--- src/rtl/result_tx_scheduler.sv ---
// Serialises SMA/EMA results into 3-byte UART frames (tag, LSB, MSB), one pending
// slot per channel, round-robin arbitration on ties and sticky per-channel drop flags.
module result_tx_scheduler #(
  parameter logic [7:0] TAG_SMA = 8'hA1,
  parameter logic [7:0] TAG_EMA = 8'hA2
) (
  input  logic        clk,
  input  logic        reset_n,
  input  logic        sma_valid,
  input  logic [15:0] sma_result,
  input  logic        ema_valid,
  input  logic [15:0] ema_result,
  input  logic        tx_ready,
  output logic        tx_send,
  output logic [7:0]  tx_data,
  output logic        busy,
  output logic        sma_ovf,
  output logic        ema_ovf,
  output logic [15:0] frames_sent
);

  localparam logic [2:0] ST_IDLE   = 3'd0;
  localparam logic [2:0] ST_TAG    = 3'd1;
  localparam logic [2:0] ST_HOLD_T = 3'd2;
  localparam logic [2:0] ST_LSB    = 3'd3;
  localparam logic [2:0] ST_HOLD_L = 3'd4;
  localparam logic [2:0] ST_MSB    = 3'd5;
  localparam logic [2:0] ST_HOLD_M = 3'd6;

  localparam logic CH_SMA = 1'b0;
  localparam logic CH_EMA = 1'b1;

  logic [2:0]  state_q, state_d;
  logic        sma_pend_q, sma_pend_d;
  logic        ema_pend_q, ema_pend_d;
  logic [15:0] sma_word_q, sma_word_d;
  logic [15:0] ema_word_q, ema_word_d;
  logic        last_grant_q, last_grant_d;
  logic [15:0] frame_word_q, frame_word_d;
  logic [7:0]  tag_q, tag_d;
  logic        tx_send_q, tx_send_d;
  logic [7:0]  tx_data_q, tx_data_d;
  logic        sma_ovf_q, sma_ovf_d;
  logic        ema_ovf_q, ema_ovf_d;
  logic [15:0] frames_sent_q, frames_sent_d;
  logic        grant_sma, grant_ema;
  logic        sma_pend_left, ema_pend_left;

  always_comb begin
    state_d       = state_q;
    last_grant_d  = last_grant_q;
    frame_word_d  = frame_word_q;
    tag_d         = tag_q;
    tx_send_d     = 1'b0;
    tx_data_d     = tx_data_q;
    frames_sent_d = frames_sent_q;
    grant_sma     = 1'b0;
    grant_ema     = 1'b0;

    case (state_q)
      ST_IDLE: begin
        // SMA wins a tie only when EMA held the previous grant
        if (sma_pend_q && (!ema_pend_q || last_grant_q == CH_EMA)) begin
          grant_sma = 1'b1;
        end else if (ema_pend_q) begin
          grant_ema = 1'b1;
        end
        if (grant_sma) begin
          frame_word_d = sma_word_q;
          tag_d        = TAG_SMA;
          last_grant_d = CH_SMA;
          state_d      = ST_TAG;
        end else if (grant_ema) begin
          frame_word_d = ema_word_q;
          tag_d        = TAG_EMA;
          last_grant_d = CH_EMA;
          state_d      = ST_TAG;
        end
      end
      ST_TAG: begin
        if (tx_ready) begin
          tx_send_d = 1'b1;
          tx_data_d = tag_q;
          state_d   = ST_HOLD_T;
        end
      end
      ST_HOLD_T: state_d = ST_LSB;
      ST_LSB: begin
        if (tx_ready) begin
          tx_send_d = 1'b1;
          tx_data_d = frame_word_q[7:0];
          state_d   = ST_HOLD_L;
        end
      end
      ST_HOLD_L: state_d = ST_MSB;
      ST_MSB: begin
        if (tx_ready) begin
          tx_send_d = 1'b1;
          tx_data_d = frame_word_q[15:8];
          state_d   = ST_HOLD_M;
        end
      end
      ST_HOLD_M: begin
        frames_sent_d = frames_sent_q + 16'd1;
        state_d       = ST_IDLE;
      end
      default: state_d = ST_IDLE;
    endcase
  end

  // A slot granted on this edge is free again, so a same-edge strobe refills it
  always_comb begin
    sma_pend_left = sma_pend_q & ~grant_sma;
    ema_pend_left = ema_pend_q & ~grant_ema;
    sma_pend_d    = sma_pend_left;
    ema_pend_d    = ema_pend_left;
    sma_word_d    = sma_word_q;
    ema_word_d    = ema_word_q;
    sma_ovf_d     = sma_ovf_q;
    ema_ovf_d     = ema_ovf_q;
    if (sma_valid) begin
      if (sma_pend_left) begin
        sma_ovf_d = 1'b1;
      end else begin
        sma_pend_d = 1'b1;
        sma_word_d = sma_result;
      end
    end
    if (ema_valid) begin
      if (ema_pend_left) begin
        ema_ovf_d = 1'b1;
      end else begin
        ema_pend_d = 1'b1;
        ema_word_d = ema_result;
      end
    end
  end

  always_ff @(posedge clk) begin
    if (!reset_n) begin
      state_q       <= ST_IDLE;
      sma_pend_q    <= 1'b0;
      ema_pend_q    <= 1'b0;
      sma_word_q    <= 16'h0000;
      ema_word_q    <= 16'h0000;
      last_grant_q  <= CH_EMA;
      frame_word_q  <= 16'h0000;
      tag_q         <= 8'h00;
      tx_send_q     <= 1'b0;
      tx_data_q     <= 8'h00;
      sma_ovf_q     <= 1'b0;
      ema_ovf_q     <= 1'b0;
      frames_sent_q <= 16'h0000;
    end else begin
      state_q       <= state_d;
      sma_pend_q    <= sma_pend_d;
      ema_pend_q    <= ema_pend_d;
      sma_word_q    <= sma_word_d;
      ema_word_q    <= ema_word_d;
      last_grant_q  <= last_grant_d;
      frame_word_q  <= frame_word_d;
      tag_q         <= tag_d;
      tx_send_q     <= tx_send_d;
      tx_data_q     <= tx_data_d;
      sma_ovf_q     <= sma_ovf_d;
      ema_ovf_q     <= ema_ovf_d;
      frames_sent_q <= frames_sent_d;
    end
  end

  assign tx_send     = tx_send_q;
  assign tx_data     = tx_data_q;
  assign busy        = (state_q != ST_IDLE);
  assign sma_ovf     = sma_ovf_q;
  assign ema_ovf     = ema_ovf_q;
  assign frames_sent = frames_sent_q;

endmodule

--- config.mk ---
export PLATFORM = sky130hd
export DESIGN_NAME = result_tx_scheduler
export DESIGN_NICKNAME = d
export VERILOG_FILES = /design/src/rtl/result_tx_scheduler.sv
export SDC_FILE = /design/constraint.sdc
export NUM_CORES = 1
export LEC_CHECK = 0
export CORE_ASPECT_RATIO = 0.9
export CORE_MARGIN = 2
export CORE_UTILIZATION = 40
export CTS_CLUSTER_SIZE = 14
export DETAILED_ROUTE_END_ITERATION = 7
export MAX_ROUTING_LAYER = met4
export SYNTH_ARGS = -nofsm -noshare
export SYNTH_HDL_FRONTEND = slang
export SYNTH_SLANG_ARGS = --single-unit
--- constraint.sdc ---
create_clock -name clk -period 2.1 [get_ports clk]
set_input_delay 0.42 -clock clk [delete_from_list [all_inputs] [get_ports clk]]
set_output_delay 0.42 -clock clk [all_outputs]
set_load 0.005 [all_outputs]
* Word level (Yosys, flattened, before mapping)
Index checks and enable logic that the tools add are counted.
** Storage, ports and cells
- Register bits :: 89
- Word-level logic and storage cells :: 72
- Input port bits :: 37
- Output and inout port bits :: 28
** Cells by class
- Bitwise gates (word level) :: 6
- Muxes and demuxes :: 26
- Reduce and logical (&&, ||, !) cells :: 16
- Equal/unequal tests :: 10
- Add/sub/neg operators :: 1
** Operators by type and width (count)
- two-way mux 8 bit :: 5
- two-way mux 16 bit :: 2
- case mux 8 bit (3 select lines) :: 1
- case mux 3 bit (6 select lines) :: 1
- adder 16 x 1 -> 16 bit (second input constant) :: 1
- two-way mux 3 bit :: 5
- two-way mux 1 bit :: 12
- AND reduction 2 bit :: 6
- == test 3 bit (second input constant) :: 3
- AND reduction 4 bit :: 2
- == test 3 x 2 -> 1 bit (second input constant) :: 2
- inequality test 2 bit (second input constant) :: 3
- nonzero test 3 bit :: 2
- inverter 1 bit :: 4
- == test 3 x 1 -> 1 bit (second input constant) :: 1
- logical NOT 3 bit :: 1
- inequality test 3 bit (second input constant) :: 1
- OR reduction 3 bit :: 1
- bitwise AND 1 bit :: 2
- nonzero test 2 bit :: 1
- logical AND 1 bit :: 1
- logical NOT 1 bit :: 1
- logical OR 1 bit :: 1

* Depth between registers and ports, before layout
Gate-level depths: netlist of run 1.
- Depth after elaboration :: 10
- Mapped depth :: 7
- Depth with buffers taken out :: 5

* Worst setup path before layout of run 1
Ideal clock, no wire load.
- Kind :: reg2reg
- Start :: register frames_sent_q[0] (netlist: frames_sent[0])
- End :: register frames_sent_q[10] (netlist: frames_sent[10])
- Buffers on the path :: 1
- Clock period less this slack :: 1512 ps
- Slack :: 588 ps
- Cell stages (with the launch flop) :: 7
- Data required time :: 2031 ps
- Library setup time :: 69 ps
- Data arrival time :: 1444 ps
- Cell sequence :: dfxtp_1 > ha_1 > and4b_1 > buf_4 > nand3_2 > or4_1 > o21ai_1
** On the way
- Longest elaborated chain between the ends :: 1
** Ends and longest elaborated chain
- from (decl) :: line 45 : logic [15:0] frames_sent_q, frames_sent_d;
- from (signal assigned) :: line 167 : frames_sent_q <= frames_sent_d;
- adder 16 x 1 -> 16 bit :: line 104 : frames_sent_d = frames_sent_q + 16'd1;
Every way passes these cells.
A chain may end at the register's enable or synchronous reset.

* Worst setup path after layout of run 1
- Start :: register state_q[1]
- End :: output port busy
** On the way
- Longest elaborated chain between the ends :: 1
** Ends and longest elaborated chain
- from (decl) :: line 33 : logic [2:0] state_q, state_d;
- from (signal assigned) :: line 155 : state_q <= state_d;
- nonzero test 3 bit :: line 173 : assign busy = (state_q != ST_IDLE);
- to (decl) :: line 16 : output logic busy,
Every way passes these cells.

==> results of run 1 <==
[power by group]
group / switching, mW / internal, mW / total [mW]
clock: 0.562 / 0.422 / 0.984
sequential: 0.0771 / 1.70 / 1.78
combinational: 0.235 / 0.227 / 0.463
total: 0.874 / 2.35 / 3.23
[through the flow]
step | cell area (um2) | power (mW) | hold slack (ns) | worst slack [ns]
3_3_place_gp | 4240 | 2.27 | 0.444 | 0.317
6_report | 4410 | 3.23 | 0.436 | 0.127
4_1_cts | 4410 | 3.27 | 0.430 | 0.0186
5_1_grt | 4410 | 3.40 | 0.434 | 0.0273
3_5_place_dp | 4240 | 2.28 | 0.447 | 0.274
2_1_floorplan | 3510 | 2.10 | 0.435 | 0.588
[synthesized netlist by cell type, types with 2 or more instances]
library cell  number  area share, %
inv_1              2           0.21
nand2_1           74            7.9
or3_1              5           0.89
a311oi_1          16            4.0
nand3_1           38            5.4
o22a_1             2           0.50
a22o_1             4            1.0
nor2b_1            3           0.54
and2_1             3           0.54
and4_1             2           0.50
buf_1              2           0.21
nand4_1            3           0.54
o21ai_0           17            2.4
xor2_1             6            1.5
o21ai_1           14            2.0
o211ai_1           2           0.43
buf_2              3           0.43
a21oi_1           12            1.7
nor2_1            42            4.5
buf_4              5            1.1
nand2b_1           3           0.54
o21a_1             2           0.43
dfxtp_1           84             48
xnor2_1            2           0.50
clkbuf_1          19            2.0
o22ai_1            4           0.71
a31oi_1            3           0.54
buf_6              2           0.64
mux2i_1           21            6.0
or4_1              2           0.43
[cells by family after synthesis]
family	after synthesis	synth area share, %
compound gates	80	14.7
xor+xnor	8	2.00
fa+ha+maj	1	0.357
buf+inv	35	4.81
flops	84	47.9
mux	21	5.99
simple gates	183	24.2
[critical path: stages (launching register included)]
cell and delay (ns):
dfxtp_2 0.51, nor3_4 0.08, inv_2 0.11, clkdlybuf4s50_1 0.51
[worst min path at each step]
stage                         startpoint              end
after CTS                        reset_n  frames_sent[10]
after detailed placement   sma_word_q[6]    sma_word_q[6]
after floorplan            sma_word_q[0]    sma_word_q[0]
after global placement    sma_word_q[10]   sma_word_q[10]
after global routing             reset_n  frames_sent[10]
final                            reset_n  frames_sent[10]
[metal layers]
metal  up-vias  part of all wire (%)
li1       1553                     -
met1      1345                    48
met2        60                    47
met5         -                     0
met3         8                   4.0
met4         0                   1.1
[flip-flops by register name (all words and copies together), names as in the netlist]
register,count
frame_word_q,16
sma_ovf,1
sma_word_q,16
ema_pend_q,1
ema_word_q,16
state_q,3
tag_q,3
sma_pend_q,1
tx_send,1
tx_data,8
ema_ovf,1
frames_sent,16
last_grant_q,1
[cell usage in the layout (no fill, tap or decap), types with 6 or more instances in the layout]
master	count
nor2_1	42
nand2_1	74
mux2i_1	21
xor2_1	6
nand3_1	38
clkdlybuf4s50_1	63
a21oi_1	12
o21ai_1	13
a311oi_1	16
o21ai_0	17
buf_4	8
dfxtp_1	82
clkbuf_8	9
[cell type report]
| cell class | count | area, um2 |
|---|---|---|
| Fill cell | 843 | 4120 |
| Tap cell | 119 | 149 |
| Clock buffer | 11 | 131 |
| Timing Repair Buffer | 74 | 736 |
| Sequential cell | 84 | 1680 |
| Inverter | 4 | 15.0 |
| Clock inverter | 4 | 27.5 |
| Multi-Input combinational cell | 293 | 1670 |
[timing repair]
item | 4_1_cts | 5_1_grt
hold endpoints to repair | 0 | 0
endpoints found under the setup margin | 1 | 1
gates resized for setup | 2 | 1
==> impl_metrics.csv, run 1 <==
group,metric,value,unit
sta,worstMarginPinSlew,0.565,ns
sta,fin_crit_sh,94.0,%
route,postRouteWirelength,7710,um
critical_path,worst_r2r_startpoint,"frames_sent[0]",
sta,final_hold_viols,0,
placed_design,place_hpwl,5400,um
synth,synth-edff-count,0,
layout,antennaDiodeCount,0,
clock_tree,clock-sinks,84,
critical_path,worstSetupStartpoint,"state_q[1]",
synth,yosys_warns,0,
critical_path,worst_setup_sp_type,"flop",
route,drt_iter0_drc,125,
synth,synth-seq-cells,84,
pwr,max-vdd-ir-drop,0.287,mV
floorplan,initial_core_util,41.1,%
sta,setup_violations,0,
critical_path,endpoint_kind,"primary output",
clock_tree,clk_latency_worst_skew_pair,0.35,ns
sta,totalNegativeSetupSlack,0,ns
status,outcome,"finished clean",
clock_tree,clock_root_buffer_master,"clkbuf_8",
floorplan,placeableCoreArea,0.00853,mm2
grt,grtUsageMet3,4.30,%
floorplan,die-area,0.00954,mm2
pwr,leakage,1.59,nW
floorplan,std_cell_rows,32,
layout,layout-drive-gt1-share,6.81,%
synth,avgSynthCellArea,8.52,um2
critical_path,path_max_fanout,17,
sta,post-route-min-period,1.97,ns
synth,synthesized_instance_count,412,
layout,area_growth_synth_to_finish,25.7,%
critical_path,critPathArrivalTime,1.55,ns
sta,timing_max_transition_violations_final,0,
route,route.vias.total,2966,
critical_path,reg2reg_to,"frames_sent[10]",
route,route.antenna.remaining_nets,0,
layout,utilization,51.7,%
critical_path,rrSetupSlack,0.42,ns
critical_path,critical_path_class,"flop to primary output",
sta,clock.fmax,0.507,GHz
grt,grt_antenna_before_repair,0,
grt,grt_use_met2,28.3,%
synth,netlist_area,0.00351,mm2
synth,ys_types,45,
floorplan,pin_count,65,
synth,mappedNetlistNets,450,
worst_hold_path,worst_hold_class,"input port to flop",
route,detail_route.wl_per_cell,13.1,um
clock_tree,tritoncts_clock_tree,"yes",
floorplan,chipHeight,92.8,um
layout,final_cell_count_no_fill,589,
sta,rsz_0062_raised_after_global_routing,"false",
layout,layout.nets,504,
placed_design,placed_cells_incl_taps,574,
clock_tree,cts-buffers-inserted,9,
route,drt_drc_violations_left,0,
grt,grt_pass1_vias,2749,
grt,track_usage,17.6,%
synth,part_of_the_yosys_area_used_for_sequential_elements,47.9,%
synth,synth_top_flop_cell,"dfxtp_1",
critical_path,cp.required,1.68,ns
pwr,power.density_cell_area,732,mW/mm2
worst_hold_path,worstHoldPathCells,4,
placed_design,io_buffers,64,
grt,grt_first_pass_wirelength,12700,um
clock_tree,htreeDepth,3,
placed_design,place.gp.congestion,0.780,
run,max_cap_viol_count,0,
sta,skew,0.0102,ns
synth,async_flop_share,0,%
sta,timing.max_slew.rel_slack,62.2,%
route,via_per_inst,5.04,
critical_path,crit_end,"busy",
floorplan,fp.dieW,103,um
grt,globalRouteMet1Util,21.8,%
clock_tree,ctsHoldBuffers,0,
grt,grt-busiest-layer,"met2",
clock_tree,post-cts-setup-buffer-count,0,
grt,largest_net_degree_at_the_start_of_global_routing,74,
grt,grt.overflow.total,0,
critical_path,reg2regPathDepth,5,
route,drt_pass1_iterations,4,
clock_tree,largest_buffer_count_on_any_clock_path,2,
clock_tree,clk_pin_slew,0.09,ns
(Power assumes the default switching activity.)
==> run 2, diff against run 1 <==
PLACE_DENSITY = 0.75   (was not set)
clock period = 1.8 ns   (was 2.1 ns; I/O delays follow)
==> run 2 against run 1 <==
  * Setup slack got worse by 0.035 ns
  * Largest power group unchanged
  * Via count is 2.0% higher
  * Worst hold slack worse by 0.034 ns
  * Clock power grew 58%
  * Wire length down 0.51%
  * Critical endpoint unchanged
  * Die area unchanged
  * Design area rose by 3.5%
  * Clock-buffer cell count grew 2
  * Sequential share of layout area down 1.3 points
==> impl_metrics.csv, run 2 (synthesis gave the netlist of run 1 again) <==
group,metric,value,unit
status,outcome,"finished clean",
critical_path,critical_path_class,"flop to primary output",
pwr,total_power,4.19,mW
critical_path,worst_setup_sp_type,"flop",
clock_tree,tritoncts_clock_tree,"yes",
layout,final_cell_count_no_fill,597,
floorplan,std_cell_rows,32,
pwr,power.density_cell_area,919,mW/mm2
layout,most_common_cell_after_layout_fill_and_taps_aside,"dfxtp_1",
sta,clock.fmax,0.585,GHz
layout,area_growth_synth_to_finish,30.1,%
sta,timing_max_transition_violations_final,0,
pwr,max-vdd-ir-drop,0.454,mV
layout,layout.nets,511,
clock_tree,cts-buffers-inserted,9,
clock_tree,ctsHoldBuffers,0,
route,route.vias.total,3024,
placed_design,place_hpwl,5630,um
route,drt_iter0_drc,148,
placed_design,place.gp.congestion,0.806,
critical_path,endpoint_kind,"primary output",
route,drt_drc_violations_left,0,
run,max_cap_viol_count,0,
layout,multiInputGateArea,0.00167,mm2
critical_path,critPathBufInv,2,
sta,totalNegativeSetupSlack,0,ns
floorplan,placeableCoreArea,0.00853,mm2
clock_tree,clock-sinks,84,
grt,grt_first_pass_wirelength,13200,um
layout,layout_common_cells,"dfxtp_1 (82), nand2_1 (74), clkdlybuf4s50_1 (62)",
sta,layout_setup_ws,0.0920,ns
critical_path,path_max_fanout,8,
grt,grt_antenna_before_repair,0,
critical_path,critical_path.max_stage_delay,0.38,ns
sta,skew,0.00663,ns
route,postRouteWirelength,7670,um
clock_tree,largest_buffer_count_on_any_clock_path,2,
sta,fin_crit_sh,94.9,%
clock_tree,htreeDepth,3,
floorplan,fp.dieW,103,um
placed_design,dpl_cell_area,0.00431,mm2
clock_tree,clk_pin_slew,0.08,ns
layout,fill_cells,787,
placed_design,placed_cells_incl_taps,580,
grt,track_usage,17.9,%
critical_path,critPathArrivalTime,1.35,ns
sta,setup_violations,0,
floorplan,pin_count,65,
sta,timing.max_slew.rel_slack,62.5,%
sta,final_hold_viols,0,
floorplan,initial_core_util,41.1,%
grt,grt_pass1_vias,2907,
sta,post-route-min-period,1.71,ns
placed_design,io_buffers,64,
clock_tree,clock_root_buffer_master,"clkbuf_8",
layout,layout.cell_area.non_filler,0.00456,mm2
worst_hold_path,worst_hold_class,"input port to flop",
placed_design,preCtsSetupSlack,0.0905,ns
pwr,leakage,1.68,nW
critical_path,worstPathCellList,"nor3_4, inv_2, dlygate4sd2_1",
clock_tree,clk_latency_worst_skew_pair,0.36,ns
floorplan,chipHeight,92.8,um
route,detail_route.wl_per_cell,12.8,um
critical_path,worst_path_max_delay_cell,"dfxtp_2",
floorplan,die-area,0.00954,mm2
sta,rsz_0062_raised_after_global_routing,"false",
route,drt_pass1_iterations,4,
grt,grt.overflow.total,0,
critical_path,cp.required,1.44,ns
route,route.antenna.remaining_nets,0,
layout,antennaDiodeCount,0,
sta,worstMarginPinSlew,0.562,ns
layout,seqCellArea,0.00168,mm2
grt,largest_net_degree_at_the_start_of_global_routing,74,
layout,layout-drive-gt1-share,8.58,%
critical_path,path_delay_family,"flip-flops",
route,via_per_inst,5.07,
==> run 2: metrics by stage <==
step           util, %  hold WS [ns]
2_1_floorplan        -         0.435
3_3_place_gp      50.6         0.448
3_5_place_dp      50.6         0.450
4_1_cts           53.5         0.398
5_1_grt           53.5         0.442
6_report          53.5         0.402
==> run 2: worst reg2reg max path: cells and delay by family, from the launching register on <==
kind | cells | cell delay (ns)
AO/OA/AOI/OAI | 1 | 0.15
flip-flops | 1 | 0.35
AND/OR/NAND/NOR | 3 | 0.88
buffers and inverters | 1 | 0.18
==> run 2: path summary, 6_finish.rpt <==
kind	startpoint	endpoint	slack, ns	cells after the start
worst min-delay path	reset_n	frames_sent[10]	0.40	4
worst min register to register	ema_word_q[5]	ema_word_q[5]	0.46	2
worst max-delay path	state_q[1]	busy	0.09	3
worst max register to register	state_q[0]	frames_sent[15]	0.17	5
==> run 2: power by group <==
part	internal, mW	switching (mW)	leakage (nW)
logic	0.285	0.292	0.878
registers	1.99	0.0822	0.689
clock network	0.896	0.651	0.116
==> run 2: metal layers <==
layer / vias up / global-route usage, % / wire, um
met3: 10 / 5.13 / 339
li1: 1560 / - / -
met1: 1384 / 21.2 / 3420
met2: 70 / 30.1 / 3820
met5: - / - / 0
met4: 0 / 4.11 / 91
==> run 2: timing repair <==
| action | CTS | global route |
|---|---|---|
| cloned | 0 | 0 |
| gates resized for setup | 3 | 1 |
| pin swaps | 1 | 0 |
| buffers inserted | 1 | 0 |
| setup endpoints to repair | 1 | 1 |
==> run 2: layout make-up <==
cell class | count | area share [%]
Clock inverter | 3 | 1.48
Tap cell | 119 | 3.26
Inverter | 4 | 0.329
Timing Repair Buffer | 81 | 17.8
Sequential cell | 84 | 36.9
Multi-Input combinational cell | 293 | 36.5
Clock buffer | 13 | 3.70
==> run 3, diff against run 2 <==
==> constraint.sdc (replaced) <==
create_clock -name clk -period 1.8 [get_ports clk]
set_input_delay 0.54 -clock clk [delete_from_list [all_inputs] [get_ports clk]]
set_output_delay 0.54 -clock clk [all_outputs]
set_load 0.005 [all_outputs]
==> run 3 against run 2 <==
  * Power fell by 1.8%
  * Non-clock buffer count is 13 higher
  * Sequential share of layout area is 0.25 points lower
  * Sequential cell count stayed put
  * Largest cell class unchanged
==> impl_metrics.csv, run 3 (synthesis gave the netlist of run 1 again) <==
group,metric,value,unit
sta,post-route-min-period,1.75,ns
placed_design,place_hpwl,5640,um
placed_design,place.gp.congestion,0.782,
grt,largest_net_degree_at_the_start_of_global_routing,74,
floorplan,die-area,0.00954,mm2
route,via_per_inst,5.07,
critical_path,endpoint_kind,"primary output",
clock_tree,clock-sinks,84,
grt,grt.overflow.total,0,
route,route.antenna.remaining_nets,0,
route,route.vias.total,3094,
route,postRouteWirelength,7940,um
grt,grt_first_pass_wirelength,13200,um
clock_tree,clock_root_buffer_master,"clkbuf_8",
worst_hold_path,worst_hold_class,"flop to flop",
sta,skew,0.0118,ns
clock_tree,ctsHoldBuffers,0,
clock_tree,largest_buffer_count_on_any_clock_path,2,
sta,clock.fmax,0.570,GHz
clock_tree,clk_latency_worst_skew_pair,0.36,ns
floorplan,chipHeight,92.8,um
clock_tree,cts-buffers-inserted,9,
grt,track_usage,18.1,%
critical_path,reg2regPathDepth,5,
pwr,p_int,3.06,mW
layout,layout.cell_area.non_filler,0.00468,mm2
critical_path,worstPathCellList,"clkdlybuf4s50_1",
floorplan,placeableCoreArea,0.00853,mm2
sta,rsz_0062_raised_after_global_routing,"false",
critical_path,critical_path_class,"flop to primary output",
sta,setup_violations,0,
sta,timing.max_slew.rel_slack,67.0,%
layout,layout_common_cells,"nand2_1 (74), dfxtp_1 (66), clkdlybuf4s50_1 (58)",
clock_tree,clk_pin_slew,0.09,ns
layout,antennaDiodeCount,0,
layout,layout-drive-gt1-share,14.5,%
critical_path,critical_path.max_stage_delay,0.50,ns
critical_path,cp.required,1.26,ns
status,outcome,"finished clean",
pwr,power.net_switching,1.06,mW
route,drt_pass1_iterations,4,
sta,totalNegativeSetupSlack,0,ns
pwr,power.switching_fraction,25.6,%
floorplan,initial_core_util,41.1,%
route,drt_drc_violations_left,0,
pwr,sequentialPowerShare,50.0,%
pwr,total_power,4.12,mW
worst_hold_path,worstHoldPathCells,2,
clock_tree,tritoncts_clock_tree,"yes",
layout,most_common_cell_after_layout_fill_and_taps_aside,"nand2_1",
pwr,comb_power_share,14.4,%
layout,layout.nets,524,
sta,fin_crit_sh,97.5,%
pwr,leakage,1.82,nW
floorplan,std_cell_rows,32,
pwr,max-vdd-ir-drop,0.476,mV
critical_path,path_max_fanout,4,
grt,grt_pass1_vias,2908,
grt,grt_antenna_before_repair,0,
critical_path,worst_setup_sp_type,"flop",
critical_path,worst_path_max_delay_cell,"clkdlybuf4s50_1",
critical_path,cp.depth,1,
sta,timing_max_transition_violations_final,0,
pwr,power.density_cell_area,881,mW/mm2
critical_path,critPathBufInv,1,
placed_design,dpl_cell_area,0.00434,mm2
critical_path,path_delay_family,"buffers and inverters",
route,drt_iter0_drc,175,
pwr,clock_power_share,35.6,%
run,max_cap_viol_count,0,
sta,worstMarginPinSlew,0.494,ns
sta,final_hold_viols,0,
floorplan,pin_count,65,
floorplan,fp.dieW,103,um
placed_design,io_buffers,64,
route,detail_route.wl_per_cell,13.0,um
clock_tree,htreeDepth,3,
critical_path,critPathArrivalTime,1.21,ns
layout,area_growth_synth_to_finish,33.3,%
==> run 3: metal layers <==
metal | routed length [um] | up-vias | track usage (%)
met5 | 0 | - | -
met4 | 159 | 0 | 6.78
met3 | 357 | 16 | 4.53
met2 | 3920 | 68 | 29.4
met1 | 3500 | 1419 | 21.5
li1 | - | 1591 | -
==> run 3: stage by stage <==
stage / std cells / worst slack (ns) / utilization, % / hold slack [ns]
6_report: 610 / 0.0458 / 54.8 / 0.459
5_1_grt: 610 / 0.00114 / 54.8 / 0.478
4_1_cts: 602 / 0.00127 / 53.9 / 0.461
3_5_place_dp: 584 / -0.0222 / 50.9 / 0.449
3_3_place_gp: 584 / 0.0399 / 50.9 / 0.447
2_1_floorplan: 412 / 0.288 / - / 0.435
==> run 3: what timing repair did <==
item | CTS | global route
pin swaps | 1 | 1
gates resized for setup | 16 | 15
setup buffers | 2 | 8
setup endpoints to repair | 12 | 33
==> run 3: final timing paths <==
path                        start         endpoint  slack (ns)
setup reg to reg       state_q[1]  frames_sent[15]        0.20
setup / recovery  frames_sent[10]  frames_sent[10]        0.05
hold / removal      ema_word_q[6]    ema_word_q[6]        0.46
hold reg to reg     ema_word_q[6]    ema_word_q[6]        0.46
==> run 3: area by class of cell <==
cell class	instances	area [um2]
well taps	119	149
multi-input cells	293	1670
inverters	4	15.0
clock inverters	5	85.1
repair buffers	94	916
flip-flops and latches	84	1710
fillers	828	3850
clock buffers	11	131
==> run 3: power groups by stage <==
stage / registers, mW / logic, mW / clock network (mW)
after floorplan: 2.08 / 0.367 / 0
after global placement: 2.10 / 0.575 / 0
after detailed placement: 2.11 / 0.592 / 0
after CTS: 2.06 / 0.599 / 1.50
after global routing: 2.07 / 0.663 / 1.57
final: 2.06 / 0.595 / 1.47
